### config.mk
export PLATFORM = sky130hd
export DESIGN_NAME = ctrl_seq_decoder
export DESIGN_NICKNAME = d
export VERILOG_FILES = /design/src/rtl/ctrl_seq_pkg.sv /design/src/rtl/ctrl_seq_perf.sv /design/src/rtl/ctrl_seq_decoder.sv
export SDC_FILE = /design/constraint.sdc
export NUM_CORES = 1
export LEC_CHECK = 0
export BUFFER_PORTS_ARGS = -buffer_cell sky130_fd_sc_hd__buf_2
export CAP_MARGIN = 25
export CORE_ASPECT_RATIO = 1.5
export CORE_UTILIZATION = 40
export CTS_BUF_LIST = sky130_fd_sc_hd__clkbuf_2 sky130_fd_sc_hd__clkbuf_4 sky130_fd_sc_hd__clkbuf_8
export DETAILED_ROUTE_END_ITERATION = 8
export GPL_ROUTABILITY_DRIVEN = 0
export PLACE_DENSITY = 0.7
export SYNTH_ARGS = -nofsm -noshare
export SYNTH_HDL_FRONTEND = slang
export SYNTH_SLANG_ARGS = --single-unit
### constraint.sdc
create_clock -name clk -period 5.8 [get_ports clk]
set_input_delay 0 -clock clk [delete_from_list [all_inputs] [get_ports clk]]
set_output_delay 0 -clock clk [all_outputs]
set_load 0.005 [all_outputs]
### src/rtl/ctrl_seq_pkg.sv
// ctrl_seq_pkg: shared types and decode helpers for ctrl_seq_decoder.
//   OpcW/CtrlW/MaxBeats - default widths; the decode table below is sized by them
//   beat_t              - beat index type for the default MaxBeats
//   state_e             - sequencer states (StIdle: no word presented, StEmit: word presented)
//   is_reserved(opc)    - top two opcode bits both set
//   ctrl_base(opc)      - per-opcode control bits, excluding enable and first-beat strobe
package ctrl_seq_pkg;

  localparam int unsigned OpcW     = 7;
  localparam int unsigned CtrlW    = 26;
  localparam int unsigned MaxBeats = 4;
  localparam int unsigned BeatW    = $clog2(MaxBeats);

  typedef logic [BeatW-1:0] beat_t;

  typedef enum logic [0:0] {StIdle, StEmit} state_e;

  function automatic logic is_reserved(input logic [OpcW-1:0] opc);
    return opc[OpcW-1 -: 2] == 2'b11;
  endfunction

  // Bit 0 (first-beat strobe) and bit CtrlW-1 (enable) are never set here.
  //   bits 9:2   one-hot unit select from opc[4:2]
  //   bits 11:10 opc[1:0] (beat count minus one)
  //   bit  1     multi-beat opcode
  //   bits 15:12 one-hot class from opc[6:5]
  // NOP (opc == 0) decodes to no bits at all.
  function automatic logic [CtrlW-1:0] ctrl_base(input logic [OpcW-1:0] opc);
    logic [CtrlW-1:0] b;
    b = '0;
    if (opc != '0) begin
      b        = b | (CtrlW'(1) << (32'd2 + 32'(opc[4:2])));
      b        = b | (CtrlW'(1) << (32'd12 + 32'(opc[6:5])));
      b[11:10] = opc[1:0];
      b[1]     = |opc[1:0];
    end
    return b;
  endfunction

endpackage

### src/rtl/ctrl_seq_perf.sv
// ctrl_seq_perf: two saturating 32-bit event counters, cleared only by reset.
//   clk, rst_n      - clock, async active-low reset
//   instr_inc_i     - count one accepted opcode
//   stall_inc_i     - count one stalled output cycle
//   perf_instr_o    - accepted opcode count
//   perf_stall_o    - stalled cycle count
module ctrl_seq_perf (
  input  logic        clk,
  input  logic        rst_n,
  input  logic        instr_inc_i,
  input  logic        stall_inc_i,
  output logic [31:0] perf_instr_o,
  output logic [31:0] perf_stall_o
);

  logic [31:0] instr_q, instr_d;
  logic [31:0] stall_q, stall_d;

  always_comb begin
    instr_d = instr_q;
    stall_d = stall_q;
    if (instr_inc_i && (instr_q != '1)) instr_d = instr_q + 32'd1;
    if (stall_inc_i && (stall_q != '1)) stall_d = stall_q + 32'd1;
  end

  always_ff @(posedge clk or negedge rst_n) begin
    if (!rst_n) begin
      instr_q <= '0;
      stall_q <= '0;
    end else begin
      instr_q <= instr_d;
      stall_q <= stall_d;
    end
  end

  assign perf_instr_o = instr_q;
  assign perf_stall_o = stall_q;

endmodule

### src/rtl/ctrl_seq_decoder.sv
// ctrl_seq_decoder: registered multi-beat control decoder. Accepts one opcode per
// in_valid/in_ready handshake and presents 1..MAX_BEATS control words on a
// valid/ready output, each tagged with its beat index and a last flag.
//   clk, rst_n              - clock, async active-low reset
//   flush_i                 - drop the in-flight opcode at the next edge
//   in_valid_i/in_ready_o   - opcode handshake; in_opc_i is the opcode
//   out_valid_o/out_ready_i - control word handshake
//   out_ctrl_o/out_beat_o   - control word and 0-based beat index
//   out_last_o              - final beat of the opcode
//   illegal_o               - one-cycle pulse while beat 0 of a reserved opcode is shown
//   perf_instr_o/_stall_o   - performance counters, present when CTRL_SEQ_PERF_EN is
//                             defined, otherwise tied to zero
module ctrl_seq_decoder
  import ctrl_seq_pkg::*;
#(
  parameter int unsigned OPC_W     = OpcW,
  parameter int unsigned CTRL_W    = CtrlW,
  parameter int unsigned MAX_BEATS = MaxBeats,
  localparam int unsigned BEAT_W   = $clog2(MAX_BEATS)
) (
  input  logic              clk,
  input  logic              rst_n,
  input  logic              flush_i,
  input  logic              in_valid_i,
  output logic              in_ready_o,
  input  logic [OPC_W-1:0]  in_opc_i,
  output logic              out_valid_o,
  input  logic              out_ready_i,
  output logic [CTRL_W-1:0] out_ctrl_o,
  output logic [BEAT_W-1:0] out_beat_o,
  output logic              out_last_o,
  output logic              illegal_o,
  output logic [31:0]       perf_instr_o,
  output logic [31:0]       perf_stall_o
);

  function automatic logic [CTRL_W-1:0] make_word(input logic [OPC_W-1:0] opc,
                                                  input logic first);
    logic [CTRL_W-1:0] w;
    w = '0;
    w[CTRL_W-1] = 1'b1;
    if (!is_reserved(OpcW'(opc))) begin
      w    = w | CTRL_W'(ctrl_base(OpcW'(opc)));
      w[0] = w[0] | first;
    end
    return w;
  endfunction

  // Index of the last beat: opc[1:0] clamped to MAX_BEATS-1, reserved is single-beat.
  function automatic logic [BEAT_W-1:0] last_beat(input logic [OPC_W-1:0] opc);
    if (is_reserved(OpcW'(opc))) return '0;
    if (32'(opc[1:0]) >= MAX_BEATS) return BEAT_W'(MAX_BEATS - 1);
    return BEAT_W'(opc[1:0]);
  endfunction

  state_e            state_q, state_d;
  logic [BEAT_W-1:0] beat_q, beat_d;
  logic [BEAT_W-1:0] last_idx_q, last_idx_d;
  logic [OPC_W-1:0]  opc_q, opc_d;
  logic [CTRL_W-1:0] ctrl_q, ctrl_d;
  logic              last_q, last_d;
  logic              illegal_q, illegal_d;

  logic              out_valid;
  logic              in_ready;
  logic              accept;
  logic [BEAT_W-1:0] new_last_idx;

  assign out_valid    = (state_q == StEmit);
  assign in_ready     = ~flush_i & (~out_valid | (out_ready_i & last_q));
  assign accept       = in_valid_i & in_ready;
  assign new_last_idx = last_beat(in_opc_i);

  always_comb begin
    state_d    = state_q;
    beat_d     = beat_q;
    last_idx_d = last_idx_q;
    opc_d      = opc_q;
    ctrl_d     = ctrl_q;
    last_d     = last_q;
    illegal_d  = 1'b0;

    if (flush_i) begin
      state_d = StIdle;
      beat_d  = '0;
      ctrl_d  = '0;
      last_d  = 1'b0;
    end else if (accept) begin
      // Covers both IDLE and the last-beat handshake in EMIT, so a new opcode
      // follows back-to-back without a bubble.
      state_d    = StEmit;
      beat_d     = '0;
      last_idx_d = new_last_idx;
      opc_d      = in_opc_i;
      ctrl_d     = make_word(in_opc_i, 1'b1);
      last_d     = (new_last_idx == '0);
      illegal_d  = is_reserved(OpcW'(in_opc_i));
    end else begin
      unique case (state_q)
        StIdle: ;
        StEmit: begin
          if (out_ready_i) begin
            if (last_q) begin
              state_d = StIdle;
              beat_d  = '0;
              ctrl_d  = '0;
              last_d  = 1'b0;
            end else begin
              beat_d = beat_q + 1'b1;
              ctrl_d = make_word(opc_q, 1'b0);
              last_d = (beat_d == last_idx_q);
            end
          end
        end
        default: state_d = StIdle;
      endcase
    end
  end

  always_ff @(posedge clk or negedge rst_n) begin
    if (!rst_n) begin
      state_q    <= StIdle;
      beat_q     <= '0;
      last_idx_q <= '0;
      opc_q      <= '0;
      ctrl_q     <= '0;
      last_q     <= 1'b0;
      illegal_q  <= 1'b0;
    end else begin
      state_q    <= state_d;
      beat_q     <= beat_d;
      last_idx_q <= last_idx_d;
      opc_q      <= opc_d;
      ctrl_q     <= ctrl_d;
      last_q     <= last_d;
      illegal_q  <= illegal_d;
    end
  end

  assign in_ready_o  = in_ready;
  assign out_valid_o = out_valid;
  assign out_ctrl_o  = ctrl_q;
  assign out_beat_o  = beat_q;
  assign out_last_o  = last_q;
  assign illegal_o   = illegal_q;

`ifdef CTRL_SEQ_PERF_EN
  logic stall;
  assign stall = out_valid & ~out_ready_i;

  ctrl_seq_perf u_perf (
    .clk          (clk),
    .rst_n        (rst_n),
    .instr_inc_i  (accept),
    .stall_inc_i  (stall),
    .perf_instr_o (perf_instr_o),
    .perf_stall_o (perf_stall_o)
  );
`else
  assign perf_instr_o = '0;
  assign perf_stall_o = '0;
`endif

endmodule

=== After elaboration in Yosys (flattened, before gate mapping) ===
Cells that the tools add are included.

* Flip-flop bits (word level): 40
* Bits in latches: 0
* Bits in writable memories: 0
* Memory bits (read-only): 0
* Input bits: 12
* Output and inout port bits: 96
* Logic and storage cells: 65
* Memories: 0

* Add/sub/neg operators: 5
* Multipliers: 0
* Div/mod/pow operators: 0
* Order comparisons: 0
* Equal/unequal tests: 3
* Shifts and indexed selects: 4
* Multiplexer cells: 29
* Bitwise gates (word level): 8
* Reductions and logical operators: 9

{| class="wikitable"
|+ Operator list
! kind !! count
|-
| two-way mux 26 bit || 5
|-
| two-way mux 25 bit || 4
|-
| OR 25 bit || 2
|-
| << shifter 1 x 4 -> 25 bit, first input constant || 2
|-
| << shifter 1 x 5 -> 25 bit, first input constant || 2
|-
| two-way mux 2 bit || 7
|-
| nonzero test 7 bit || 2
|-
| two-way mux 1 bit || 13
|-
| adder 4 x 2 -> 5 bit, first input constant || 2
|-
| adder 2 x 3 -> 4 bit, first input constant || 2
|-
| nonzero test 3 bit || 2
|-
| == test 2 bit, second input constant || 2
|-
| AND reduction 2 bit || 2
|-
| OR reduction 2 bit || 2
|-
| bitwise AND 1 bit || 3
|-
| adder 2 x 1 -> 2 bit, second input constant || 1
|-
| == test 2 bit || 1
|-
| zero test 2 bit || 1
|-
| NOT 1 bit || 2
|-
| OR 1 bit || 1
|}

=== Logic depth before layout (Yosys ltp) ===
* Depth after elaboration: 10
* Gate-level depth with buffers: 6

=== Worst setup path after synthesis ===
OpenSTA, ideal clock, no wires.

* Path kind: reg-to-reg
* Start: register opc_q[3]
* End: register ctrl_q[2], in the netlist out_ctrl_o[2]
* Library setup time: 0.069 ns
* Data arrival time: 1.845 ns
* Required time: 5.731 ns
* Slack: 3.886 ns
* Cell stages (with the launch flop): 6
* Buffers on the path: 0
* Clock period less this slack: 1.914 ns
* Cells stage by stage: dfrtp_1 -> ha_1 -> or3_1 -> or2_2 -> or4_1 -> nand3_1

* Cells in the longest elaborated chain, start to end: 10
* Elaborated cells between the ends (all ways): 11

{| class="wikitable"
|+ Ends and longest elaborated chain
! item !! line !! source
|-
| start, declared || ctrl_seq_decoder.sv:59 || <nowiki>logic [OPC_W-1:0] opc_q, opc_d;</nowiki>
|-
| start signal, assigned || ctrl_seq_decoder.sv:133 || <nowiki>opc_q <= opc_d;</nowiki>
|-
| adder 2 x 3 -> 4 bit || ctrl_seq_pkg.sv:32 || <nowiki>b = b | (CtrlW'(1) << (32'd2 + 32'(opc[4:2])));</nowiki>
|-
| << shifter 1 x 4 -> 25 bit || ctrl_seq_pkg.sv:32 ||
|-
| OR 25 bit || ctrl_seq_pkg.sv:33 || <nowiki>b = b | (CtrlW'(1) << (32'd12 + 32'(opc[6:5])));</nowiki>
|-
| two-way mux 25 bit (*) || ctrl_seq_pkg.sv:31 || <nowiki>if (opc != '0) begin</nowiki>
|-
| two-way mux 25 bit (*) || ctrl_seq_decoder.sv:42 || <nowiki>if (!is_reserved(OpcW'(opc))) begin</nowiki>
|-
| two-way mux 26 bit (*) || ctrl_seq_decoder.sv:103 || <nowiki>if (last_q) begin</nowiki>
|-
| two-way mux 26 bit (*) || ctrl_seq_decoder.sv:102 || <nowiki>if (out_ready_i) begin</nowiki>
|-
| two-way mux 26 bit (*) || ctrl_seq_decoder.sv:99 || <nowiki>unique case (state_q)</nowiki>
|-
| two-way mux 26 bit (*) || ctrl_seq_decoder.sv:88 || <nowiki>end else if (accept) begin</nowiki>
|-
| two-way mux 26 bit (*) || ctrl_seq_decoder.sv:83 || <nowiki>if (flush_i) begin</nowiki>
|-
| end signal, assigned || ctrl_seq_decoder.sv:134 || <nowiki>ctrl_q <= ctrl_d;</nowiki>
|-
| end, declared || ctrl_seq_decoder.sv:60 || <nowiki>logic [CTRL_W-1:0] ctrl_q, ctrl_d;</nowiki>
|}

Mark *: on every way between the ends. The rest lies on a longest branch, timed or not. The select of a mux whose other input is x is not followed.
A chain may end at the register's enable or synchronous reset.

=== Worst setup path after layout ===
* Start: register last_q, in the netlist out_last_o
* End: register ctrl_q[0], in the netlist out_ctrl_o[0]

* Cells in the longest elaborated chain, start to end: 6
* Elaborated cells between the ends (all ways): 12

{| class="wikitable"
|+ Ends and longest elaborated chain
! item !! line !! source
|-
| start, declared || ctrl_seq_decoder.sv:61 || <nowiki>logic last_q, last_d;</nowiki>
|-
| start signal, assigned || ctrl_seq_decoder.sv:135 || <nowiki>last_q <= last_d;</nowiki>
|-
| bitwise AND 1 bit || ctrl_seq_decoder.sv:70 || <nowiki>assign in_ready = ~flush_i & (~out_valid | (out_ready_i & last_q));</nowiki>
|-
| OR 1 bit || ctrl_seq_decoder.sv:70 ||
|-
| bitwise AND 1 bit || ctrl_seq_decoder.sv:70 ||
|-
| bitwise AND 1 bit || ctrl_seq_decoder.sv:71 || <nowiki>assign accept = in_valid_i & in_ready;</nowiki>
|-
| nonzero test 3 bit (no line) / two-way mux 26 bit (equally long branches) || -- ||
|-
| AND reduction 2 bit (no line) / two-way mux 26 bit (equally long branches) || -- ||
|}

Several ways; a longest one is shown, not always the timed one. The select of a mux whose other input is x is not followed.

==> run_results.csv <==
group,metric,value,unit
hold_path,min_path_type,"input pin to flop",
clock_network,cts_sinks,31,
grt,grt_max_degree,32,
grt,grt_pass1_vias,1517,
yosys,syn-cell-area,0.00222,mm²
sta,fin_crit,2.10,ns
grt,gr-total-overflow,0,
grt,antenna_found_initial,0,
sta,drv_slew,0,
worst_setup_path,crit_type,"flop to flop",
finish,area_growth,1.58,%
clock_network,cts-root-buf,"clkbuf_8",
finish,multi_input_area,0.00111,mm²
detailed_routing,ant_nets,0,
clock_network,cts_buffer_depth,2,
yosys,yosysSeqAreaShare,35.0,%
sta,tns,0,ns
grt,grt_usage,15.9,%
detailed_routing,drt-wirelength-per-cell,12.6,µm
worst_setup_path,worst_setup_path_end_kind,"flop",
pwr,power,0.565,mW
detailed_routing,drt_iter0_drc,102,
die,die_w,62.8,µm
sta,rsz0062_at_grt,"false",
die,die_area,0.00585,mm²
die,rows,32,
clock_network,clkTransAtPathRegs,0.06,ns
yosys,synth_area_per_cell,9.05,µm²
detailed_routing,via_count,1659,
worst_setup_path,cp.required,5.99,ns
pwr,p_leak,1.11,nW
yosys,synth_cell_type_count,45,
yosys,ys_ff_latch,31,
die,pin_count,108,
worst_setup_path,cp-start-kind,"flop",
placed_design,io_buffers,34,
clock_network,cts_setup_buffers,0,
detailed_routing,maxUsedRoutingLayer,"met4",
detailed_routing,met2_length,2310,µm
detailed_routing,dr_wl_met3,291,µm
clock_network,post_cts_resized,0,
worst_setup_path,worstPathMaxFanout,14,
sta,fin_skew,0.00337,ns
placed_design,detailed_place_hpwl,3320,µm
sta,tightest_slew,0.782,ns
detailed_routing,first_pass_iters,4,
die,coreArea,0.00525,mm²
yosys,yosysWarningCount,0,
clock_network,clock_latency,0.28,ns
detailed_routing,wl_met1,1680,µm
worst_setup_path,crit_arrival,2.29,ns
grt,grt_first_pass_wirelength,7190,µm
detailed_routing,drc_errors,0,
finish,fillCellCount,543,
finish,nets,293,
sta,max_freq,0.477,GHz
detailed_routing,drt_wl_total,4370,µm
sta,setup_violations,0,
clock_network,cts_made_buffers,5,
die,start_util,42.3,%
outcome,status,"finished, final reports clean",
pwr,powerDensity,251,mW/mm²
sta,slew_headroom,47.4,%
sta,hold_viol,0,
sta,post-route-period-util,36.1,%
run,cap_viol_max_count,0,
clock_network,cts_tree,"done",
finish,final_cell_area,0.00225,mm²
placed_design,place_area,0.00215,mm²
finish,drive_gt1_share,19.4,%
finish,ff_latch_area,776,µm²
worst_setup_path,startpoint,"out_last_o$_DFFE_PN0P_",
hold_path,worstHoldStart,"in_opc_i[6]",
worst_setup_path,reg2reg_from,"out_last_o$_DFFE_PN0P_",
die,fp.dieH,93.2,µm
finish,num_antenna_cells,0,
clock_network,htree_levels,2,
detailed_routing,via_per_inst,4.79,
pwr,irDropWorstVdd,94.4,µV
finish,final_util,43.0,%
yosys,netlist_instances,245,
==> sequential cells by signal (all words and copies together) (netlist names) <==
| name | cells |
|---|---|
| opc_q | 7 |
| out_beat_o | 2 |
| last_idx_q | 2 |
| out_last_o | 1 |
| illegal_o | 1 |
| out_ctrl_o | 17 |
| out_valid_o | 1 |
==> stage by stage <==
stage	hold slack [ns]	setup slack [ns]	instances
finish	0.0111	3.70	346
global route	0.0128	3.56	346
CTS	0.00854	3.47	345
detailed placement	0.0948	3.46	337
global placement	0.0802	3.58	337
floorplan	-0.296	3.89	317
==> where the power goes <==
part / switching (mW) / internal (mW)
clock network: 0.0787 / 0.0929
logic: 0.0747 / 0.0538
registers: 0.0263 / 0.239
==> worst max-delay path, cell delays in order, from the launching register on <==
cell and delay, ns:
dfrtp_1 0.64, a21boi_4 0.12, nor3_1 0.56, clkbuf_2 0.28, o21ba_2 0.18, a211oi_1 0.22
==> per-layer routing <==
layer  track usage, %  vias up
met5                0        -
met4             7.56        0
met3             4.27        9
met2             28.4       93
met1             17.2      786
li1                 -      771
==> path summary, 6_finish.rpt <==
path | to | slack (ns) | depth (start not counted)
worst min-delay path | opc_q[6]$_DFFE_PN0P_ | 0.01 | 2
max in group asynchronous | opc_q[1]$_DFFE_PN0P_ | 5.04 | 2
min in group asynchronous | out_ctrl_o[2]$_DFFE_PN0P_ | 0.31 | 2
worst min register to register | out_ctrl_o[15]$_DFFE_PN0P_ | 0.48 | 1
worst max register to register | out_ctrl_o[0]$_DFFE_PN0P_ | 3.70 | 5
worst max-delay path | out_ctrl_o[0]$_DFFE_PN0P_ | 3.70 | 5
==> cells in the final DEF, fill, tap and decap left out, types with 2 or more instances in the layout <==
master,netlist,routed
conb_1,1,73
buf_2,3,34
dfrtp_1,31,31
nor2_1,24,24
nand2_1,13,13
nor3_1,8,8
mux2_2,8,8
nand3_1,7,7
a311oi_1,6,6
clkbuf_8,0,6
nand4_1,5,5
nand2b_1,4,4
and2_1,4,4
o21ai_0,4,4
a211oi_1,4,4
inv_1,3,3
nor2b_1,3,3
nand3b_1,3,3
or4_1,3,3
ha_1,3,3
nor3b_1,2,2
or3_1,2,2
o221ai_1,2,2
a22o_1,2,2
a21oi_1,2,2
a221oi_1,2,2
==> synthesized netlist by cell type (all sizes together) <==
| cell type | n | share of area, % |
|---|---|---|
| dfrtp | 31 | 35 |
| or4 | 3 | 1.0 |
| o31ai | 1 | 0.34 |
| or2 | 1 | 0.28 |
| nor3b | 2 | 0.68 |
| a211o | 1 | 0.39 |
| nand4b | 1 | 0.39 |
| nor2b | 3 | 0.85 |
| or3 | 2 | 0.56 |
| buf | 77 | 26 |
| o21ba | 1 | 0.45 |
| a32oi | 1 | 0.39 |
| a21boi | 2 | 1.2 |
| nand2b | 4 | 1.1 |
| conb | 1 | 0.17 |
| inv | 3 | 0.51 |
| a2111o | 1 | 0.51 |
| a311oi | 6 | 2.4 |
| clkbuf | 5 | 0.85 |
| ha | 3 | 1.7 |
| o211ai | 1 | 0.34 |
| o21ai | 4 | 0.90 |
| and2 | 4 | 1.1 |
| nor3 | 8 | 1.8 |
| mux2 | 8 | 4.1 |
| or4b | 1 | 0.45 |
| a22o | 2 | 0.79 |
| nand3 | 7 | 1.6 |
| xnor2 | 1 | 0.39 |
| a211oi | 4 | 1.4 |
| o311a | 1 | 0.45 |
| o221ai | 2 | 0.79 |
| nand4 | 5 | 1.4 |
| nor2 | 25 | 4.3 |
| nand3b | 3 | 1.0 |
| mux2i | 1 | 0.45 |
| nand2 | 13 | 2.2 |
| nor4b | 1 | 0.39 |
| a31oi | 1 | 0.28 |
| a221oi | 2 | 0.79 |
| a21oi | 2 | 0.45 |
==> kinds of logic after synthesis <==
logic type / after synthesis / share of synthesized area [%]
buffers and inverters: 85 / 27.2
and+or+nand+nor: 83 / 19.2
AOI/OAI and AO/OA: 32 / 11.8
DFF: 31 / 35.0
muxes: 9 / 4.51
adders and majority gates: 3 / 1.69
other: 1 / 0.169
xor gates and xnor gates: 1 / 0.395
==> area by class of cell <==
cell class,instances,share of cell area (%)
Timing Repair Buffer,36,8.22
Clock buffer,6,3.66
Multi-Input combinational cell,201,49.2
Tap cell,68,3.78
Clock inverter,1,0.222
Sequential cell,31,34.4
Inverter,3,0.500
==> timing repair <==
action	4_1_cts	5_1_grt
setup endpoints to repair	0	0
hold buffers	1	0
endpoints found under the hold margin	31	0
No activity file was read; power rests on OpenSTA's default activity.
